<file path="config.mk">
export PLATFORM = sky130hd
export DESIGN_NAME = iq_avg_acc_ctrl
export DESIGN_NICKNAME = d
export VERILOG_FILES = /design/src/rtl/iq_avg_acc_ctrl.sv
export SDC_FILE = /design/constraint.sdc
export NUM_CORES = 1
export LEC_CHECK = 0
export CAP_MARGIN = 30
export CORE_MARGIN = 2
export CORE_UTILIZATION = 57
export CTS_CLUSTER_DIAMETER = 200
export DETAILED_ROUTE_END_ITERATION = 12
export PLACE_DENSITY = 0.85
export SYNTH_ARGS = -nofsm -noshare
export SYNTH_HDL_FRONTEND = slang
export SYNTH_SLANG_ARGS = --single-unit
</file>
<file path="constraint.sdc">
create_clock -name OPB_Clk -period 6.7 [get_ports OPB_Clk]
set_input_delay 1.34 -clock OPB_Clk [delete_from_list [all_inputs] [get_ports OPB_Clk]]
set_output_delay 1.34 -clock OPB_Clk [all_outputs]
set_load 0.03 [all_outputs]
</file>
<file path="src/rtl/iq_avg_acc_ctrl.sv">
// Sequencer for the IQ averaging accumulator: frames N samples per window,
// drives clear/enable to the accumulator, hands frames downstream, packs status.
module iq_avg_acc_ctrl #(
    parameter int N_W     = 16,
    parameter int FRAME_W = 12
) (
    input  logic           OPB_Clk,
    input  logic           OPB_Rst,
    input  logic           cfg_start,
    input  logic           cfg_stop,
    input  logic           cfg_continuous,
    input  logic [N_W-1:0] cfg_n_avg,
    input  logic           in_valid,
    output logic           acc_en,
    output logic           acc_clr,
    output logic           dump_valid,
    input  logic           dump_ack,
    output logic           busy,
    output logic [31:0]    status_word
);

    typedef enum logic [1:0] {
        IDLE = 2'd0,
        ACC  = 2'd1,
        DUMP = 2'd2
    } state_t;

    localparam logic [N_W-1:0]     N_ONE = N_W'(1);
    localparam logic [FRAME_W-1:0] F_ONE = FRAME_W'(1);

    state_t             state;
    logic [N_W-1:0]     sample_cnt;
    logic [N_W-1:0]     n_lat;
    logic [FRAME_W-1:0] frame_cnt;
    logic               overflow;
    logic               cont_lat;
    logic               stop_pend;
    logic [11:0]        frame_st;
    logic [15:0]        samp_st;

    assign acc_en     = in_valid && (state == ACC);
    assign acc_clr    = acc_en && (sample_cnt == '0);
    assign dump_valid = (state == DUMP);
    assign busy       = (state != IDLE);

    // Status fields are fixed at 12/16 bits regardless of parameterisation
    if (FRAME_W >= 12) begin : g_frame_trunc
        assign frame_st = frame_cnt[11:0];
    end else begin : g_frame_ext
        assign frame_st = {{(12-FRAME_W){1'b0}}, frame_cnt};
    end
    if (N_W >= 16) begin : g_samp_trunc
        assign samp_st = sample_cnt[15:0];
    end else begin : g_samp_ext
        assign samp_st = {{(16-N_W){1'b0}}, sample_cnt};
    end

    always_ff @(posedge OPB_Clk) begin
        if (OPB_Rst) begin
            state       <= IDLE;
            sample_cnt  <= '0;
            n_lat       <= N_ONE;
            frame_cnt   <= '0;
            overflow    <= 1'b0;
            cont_lat    <= 1'b0;
            stop_pend   <= 1'b0;
            status_word <= '0;
        end else begin
            status_word <= {state, overflow, cont_lat, frame_st, samp_st};
            case (state)
                IDLE: begin
                    stop_pend <= 1'b0;
                    if (cfg_start && !cfg_stop) begin
                        n_lat      <= (cfg_n_avg == '0) ? N_ONE : cfg_n_avg;
                        cont_lat   <= cfg_continuous;
                        overflow   <= 1'b0;
                        sample_cnt <= '0;
                        state      <= ACC;
                    end
                end
                ACC: begin
                    // Stop wins over a same-cycle sample; the partial frame is dropped
                    if (cfg_stop) begin
                        sample_cnt <= '0;
                        state      <= IDLE;
                    end else if (acc_en) begin
                        if (sample_cnt == n_lat - N_ONE) begin
                            sample_cnt <= '0;
                            frame_cnt  <= frame_cnt + F_ONE;
                            state      <= DUMP;
                        end else begin
                            sample_cnt <= sample_cnt + N_ONE;
                        end
                    end
                end
                DUMP: begin
                    if (in_valid)
                        overflow <= 1'b1;
                    if (dump_ack) begin
                        stop_pend <= 1'b0;
                        state     <= (cont_lat && !stop_pend && !cfg_stop) ? ACC : IDLE;
                    end else if (cfg_stop) begin
                        stop_pend <= 1'b1;
                    end
                end
                default: state <= IDLE;
            endcase
        end
    end

endmodule
</file>
==> results of run 1 <==
area by class of cell:
| class | count | area [µm²] | share of cell area |
|---|---|---|---|
| clock buffer | 9 | 123.9 | 0.02846 |
| clock inverter | 5 | 106.4 | 0.02444 |
| inverter | 12 | 45.04 | 0.01035 |
| multi-input combinational | 297 | 1778 | 0.4086 |
| sequential | 81 | 1622 | 0.3726 |
| tap | 75 | 93.84 | 0.02156 |
| timing repair buffer | 59 | 583.1 | 0.1340 |
critical path: cells and delay by family:
family / cells / cell delay (ns)
and+or+nand+nor: 2 / 0.51
buffers and inverters: 2 / 1.25
worst max-delay path by stage:
stage / to / cells after the start
3_5_place_dp: acc_clr / 4
6_report: acc_clr / 4
2_1_floorplan: acc_clr / 2
3_3_place_gp: acc_clr / 4
5_1_grt: acc_clr / 4
4_1_cts: acc_clr / 4
power by group:
group | total, mW | leakage [nW] | switching [mW] | internal (mW)
registers | 0.497 | 0.655 | 0.00977 | 0.488
clock network | 0.413 | 0.111 | 0.169 | 0.244
logic | 0.0896 | 0.854 | 0.0500 | 0.0395
per-layer routing:
| layer | vias to the layer above | share of wire |
|---|---|---|
| met5 | - | 0 |
| met1 | 1417 | 0.44 |
| met4 | 0 | 0.023 |
| li1 | 1528 | - |
| met2 | 93 | 0.49 |
| met3 | 16 | 0.046 |
cell families (layout without fill, tap and decap cells):
kind of cell | after synthesis | after routing | share of synthesized area
DFF | 81 | 81 | 0.4581
AOI/OAI and AO/OA | 66 | 66 | 0.1170
and+or+nand+nor | 191 | 191 | 0.2793
muxes | 5 | 5 | 0.01520
xor gates and xnor gates | 31 | 31 | 0.07671
buffers and inverters | 35 | 85 | 0.03959
adders and majority gates | 4 | 4 | 0.01414
flip-flops by register name, summed over array words and instances (netlist names):
register	flops
overflow	1
status_word	32
samp_st	16
stop_pend	1
state	2
cont_lat	1
n_lat	16
frame_cnt	12
placed cells by master, fill, tap and decap left out, types with 4 or more instances in the layout:
cell / synthesis / final
a21oi_1: 33 / 33
a31oi_1: 4 / 4
and3_1: 10 / 10
clkbuf_8: 0 / 9
clkdlybuf4s50_1: 0 / 57
dfxtp_1: 81 / 81
ha_1: 4 / 4
inv_1: 11 / 11
nand2_1: 47 / 47
nand3_1: 15 / 15
nand4_1: 5 / 5
nor2_1: 36 / 36
nor2b_1: 28 / 28
nor3_1: 12 / 12
nor4_1: 9 / 9
o21ai_0: 9 / 9
or3_1: 10 / 10
or4_1: 6 / 6
xnor2_1: 12 / 12
xor2_1: 19 / 19
metrics by stage:
stage	power (mW)	area (µm²)	setup WS (ns)	utilization	hold WS, ns
6_report	0.9997	4352	2.263	0.7307	0.4751
5_1_grt	1.035	4352	2.185	0.7307	0.4900
4_1_cts	1.005	4352	2.280	0.7307	0.4791
3_5_place_dp	0.5963	4121	2.279	0.6920	0.4678
3_3_place_gp	0.5933	4121	2.246	0.6920	0.4622
2_1_floorplan	0.5648	3540	2.915	-	0.4390
==> impl_metrics.env, run 1 <==
export IMPL_outcome="complete, no violations"
export IMPL_drtIter0Drc=180
export IMPL_clock_latency_ns=0.35
export IMPL_worstMarginPinSlew_ns=0.9387
export IMPL_reg2reg_slack_ns=2.91
export IMPL_ys_warn_count=0
export IMPL_powerDensity_nw_per_um2=229.7
export IMPL_hpwlAfterDp_mm=5.289
export IMPL_die_area_um2=6856
export IMPL_min_path_type="flip-flop to flip-flop"
export IMPL_grt_pass1_vias=2740
export IMPL_synth_seq_cells=81
export IMPL_start_util=0.5943
export IMPL_synthTopCellsByArea="dfxtp_1 46%, nand2_1 5.0%, nor2b_1 4.9%, xor2_1 4.7%, a21oi_1 4.7%"
export IMPL_synthTopCellsByCount="81 x dfxtp_1, 47 x nand2_1, 36 x nor2_1"
export IMPL_min_period_ns=4.437
export IMPL_cp_end_kind="output port"
export IMPL_rows=28
export IMPL_skew_ns=0.009302
export IMPL_maxCapViolations=0
export IMPL_avgSynthCellArea_um2=8.571
export IMPL_slew_headroom=0.3719
export IMPL_synth_top_area_cell="dfxtp_1"
export IMPL_cts_inserted_buffers=9
export IMPL_num_vias=3054
export IMPL_cp_arrival_ns=3.10
export IMPL_path_cells="clkdlybuf4s50_1 -> nand3_1 -> nor4_1 -> clkdlybuf4s50_1"
export IMPL_crit_path_max_fanout=3
export IMPL_cpPeakStageDelay_ns=0.73
export IMPL_drive_gt1_frac=0.05400
export IMPL_r2r_start="n_lat[0]$_SDFFE_PP1P_"
export IMPL_min_from="overflow$_SDFFE_PP0P_"
export IMPL_io_pins=59
export IMPL_max_freq_mhz=225.4
export IMPL_crit_start="in_valid"
export IMPL_yosys_area_top_type_share=0.4581
export IMPL_grt_util_met1=0.2815
export IMPL_antenna_found_initial=0
export IMPL_synthDistinctLibCells=49
export IMPL_io_buffers=58
export IMPL_grt_setup_unrepaired="false"
export IMPL_cts_root_buf="clkbuf_8"
export IMPL_postCtsSetupRepairBufs=0
export IMPL_fp_dieH_um=82.80
export IMPL_setup_viol=0
export IMPL_htree_levels=3
export IMPL_die_w_um=82.80
export IMPL_cts_resized=0
export IMPL_drt_pass1_iterations=4
export IMPL_ir_worst_vdd_mv=0.1608
export IMPL_postCtsHoldBufs=0
export IMPL_drv_slew=0
export IMPL_postSynthCellCount=413
export IMPL_core_um2=5956
export IMPL_cts_sinks=81
export IMPL_clk_pin_slew_worst_paths_ns=0.08
export IMPL_final_fill_count=461
export IMPL_seq_area_frac_synth=0.4581
export IMPL_drc=0
export IMPL_cpMostUsedCell="clkdlybuf4s50_1"
export IMPL_cp_start_kind="input port"
export IMPL_whs_endpoint="status_word[29]$_SDFF_PP0_"
export IMPL_grt_start_max_net_pins=71
export IMPL_grt_overflow=0
export IMPL_dp_cells=524
export IMPL_p_leak_nw=1.620
export IMPL_clockBufferDepth=2
export IMPL_routed_wl_mm=7.520
export IMPL_tritoncts="built"
export IMPL_yosysMostFrequentCell="dfxtp_1"
export IMPL_period_share=0.6622
export IMPL_viasPerCell=5.677
export IMPL_place_gp_congestion=0.8778
export IMPL_cp_slowest_cell="clkdlybuf4s50_1"
export IMPL_worstRegToRegCells=10
export IMPL_stdcell_count=538
export IMPL_grt_total_usage=0.2219
export IMPL_fin_nets=487
export IMPL_drtAntennaViolNets=0
export IMPL_syn_num_nets=440
export IMPL_worstPathRequired_ns=5.36
export IMPL_async_flop_share=0
export IMPL_ys_flop_type="dfxtp_1"
export IMPL_gr_max_usage_layer="met2"
export IMPL_antenna_cells=0
export IMPL_met3_usage=0.03678
export IMPL_finalSetupTns_ns=0
export IMPL_hold_depth=1
export IMPL_grtUsageMet2=0.3666
export IMPL_grt_pass1_wl_mm=12.54
export IMPL_synth_area_um2=3540
export IMPL_worstReg2RegEnd="frame_cnt[9]$_SDFFE_PP0P_"
export IMPL_wire_per_inst_um=13.98
export IMPL_crit_type="input port to output port"
export IMPL_syn_to_final_growth_pct=22.94
export IMPL_synth_edf_count=0
export IMPL_hold_violations=0
Note: power is estimated with default switching activity, not from simulation.
==> run 2, diff against run 1 <==
CORE_UTILIZATION = 53   (was 57)
PLACE_DENSITY = 0.8   (was 0.85)
clock period = 4.2 ns   (was 6.7 ns; I/O delays follow)
==> impl_metrics.env, run 2 (synthesis results as in run 1) <==
export IMPL_outcome="finished, violations left"
export IMPL_violations="design-rule violations"
export IMPL_max_freq_mhz=277.7
export IMPL_routed_wl_mm=7.561
export IMPL_tritoncts="built"
export IMPL_drc=3
export IMPL_crit_type="flip-flop to flip-flop"
export IMPL_fin_nets=488
export IMPL_grt_start_max_net_pins=37
export IMPL_fp_dieH_um=85.72
export IMPL_htree_levels=3
export IMPL_min_period_ns=3.601
export IMPL_final_cell_mix="81 x dfxtp_1, 57 x clkdlybuf4s50_1, 47 x nand2_1, 36 x nor2_1, 33 x a21oi_1"
export IMPL_viasPerCell=5.700
export IMPL_maxCapViolations=0
export IMPL_min_path_type="flip-flop to flip-flop"
export IMPL_regMostFlops="status_word"
export IMPL_clk_pin_slew_worst_paths_ns=0.08
export IMPL_drt_pass1_iterations=11
export IMPL_place_gp_congestion=0.8942
export IMPL_num_vias=3095
export IMPL_start_util=0.5511
export IMPL_core_um2=6422
export IMPL_drtIter0Drc=149
export IMPL_drive_gt1_frac=0.05579
export IMPL_cp_arrival_ns=3.84
export IMPL_ir_worst_vdd_mv=0.1855
export IMPL_post_route_util=0.6778
export IMPL_final_fill_count=520
export IMPL_dp_slack_ns=0.6470
export IMPL_grt_pass1_vias=2805
export IMPL_ff_latch_area_um2=1622
export IMPL_syn_to_final_growth_pct=22.98
export IMPL_postLayoutCellArea_um2=4353
export IMPL_wire_per_inst_um=13.92
export IMPL_slew_headroom=0.3564
export IMPL_clockBufferDepth=2
export IMPL_die_w_um=85.72
export IMPL_finalSetupTns_ns=0
export IMPL_grt_overflow=0
export IMPL_period_share=0.8574
export IMPL_powerDensity_nw_per_um2=357.7
export IMPL_cp_start_kind="flip-flop"
export IMPL_cp_end_kind="flip-flop"
export IMPL_io_pins=59
export IMPL_cts_root_buf="clkbuf_8"
export IMPL_fin_ws_ns=0.5988
export IMPL_setup_viol=0
export IMPL_cts_sinks=81
export IMPL_multi_input_area_um2=1778
export IMPL_grt_setup_unrepaired="false"
export IMPL_skew_ns=0.009800
export IMPL_stdcell_count=543
export IMPL_grt_total_usage=0.2128
export IMPL_drv_slew=0
export IMPL_dpl_instance_area_um2=4131
export IMPL_p_leak_nw=1.619
export IMPL_largest_reg_flops=32
export IMPL_worstMarginPinSlew_ns=0.9618
export IMPL_postCtsHoldBufs=0
export IMPL_final_common_cell="dfxtp_1"
export IMPL_postCtsSetupRepairBufs=0
export IMPL_antenna_cells=0
export IMPL_rows=29
export IMPL_hold_ws_ns=0.4783
export IMPL_worstPathRequired_ns=4.44
export IMPL_drtAntennaViolNets=0
export IMPL_hpwlAfterDp_mm=5.353
export IMPL_finalPower_mw=1.557
export IMPL_die_area_um2=7348
export IMPL_clock_latency_ns=0.35
export IMPL_hold_violations=0
export IMPL_antenna_found_initial=0
export IMPL_dp_cells=527
export IMPL_io_buffers=58
export IMPL_crit_path_max_fanout=10
export IMPL_cts_inserted_buffers=9
export IMPL_grt_pass1_wl_mm=12.56
export IMPL_cts_resized=0
## run 2: changes by cell type in the layout (fill, tap and decap cells not counted)
cell       change
bufinv_16      -1
clkbuf_8       +1
buf_4          +1
clkbuf_1       +2
## run 2: critical path, stage by stage (launching register included)
cell and delay [ns]:
dfxtp_1 0.36, inv_1 0.08, ha_1 0.24, nor4b_1 0.65, and3_1 0.33, a311o_1 0.21
a2bb2oi_2 0.18, nand3_1 0.11, or4_1 0.69, nor3_1 0.29, mux2_2 0.36
## run 2: final timing paths
kind	start	end	slack [ns]	depth (start not counted)
hold / removal	overflow$_SDFFE_PP0P_	status_word[29]$_SDFF_PP0_	0.48	1
hold reg to reg	overflow$_SDFFE_PP0P_	status_word[29]$_SDFF_PP0_	0.48	1
setup / recovery	n_lat[0]$_SDFFE_PP1P_	frame_cnt[11]$_SDFFE_PP0P_	0.60	10
setup reg to reg	n_lat[0]$_SDFFE_PP1P_	frame_cnt[11]$_SDFFE_PP0P_	0.60	10
## run 2: per-layer routing
layer | track usage | up-vias | share of wire
met5 | 0 | - | 0
met3 | 0.02984 | 16 | 0.048
met2 | 0.3480 | 109 | 0.48
met4 | 0.1082 | 0 | 0.024
met1 | 0.2749 | 1434 | 0.45
li1 | - | 1536 | -
## run 2: area by class of cell
class | count | area share
multi-input cells | 297 | 0.4085
clock inverters | 4 | 0.01753
repair buffers | 60 | 0.1357
flip-flops and latches | 81 | 0.3725
well taps | 77 | 0.02213
inverters | 12 | 0.01035
clock buffers | 12 | 0.03334
## run 2: report_power, final
part | leakage (nW) | internal, mW | switching [mW] | total (mW)
sequential | 0.655 | 0.778 | 0.0159 | 0.794
clock | 0.107 | 0.353 | 0.268 | 0.620
combinational | 0.858 | 0.0636 | 0.0796 | 0.143
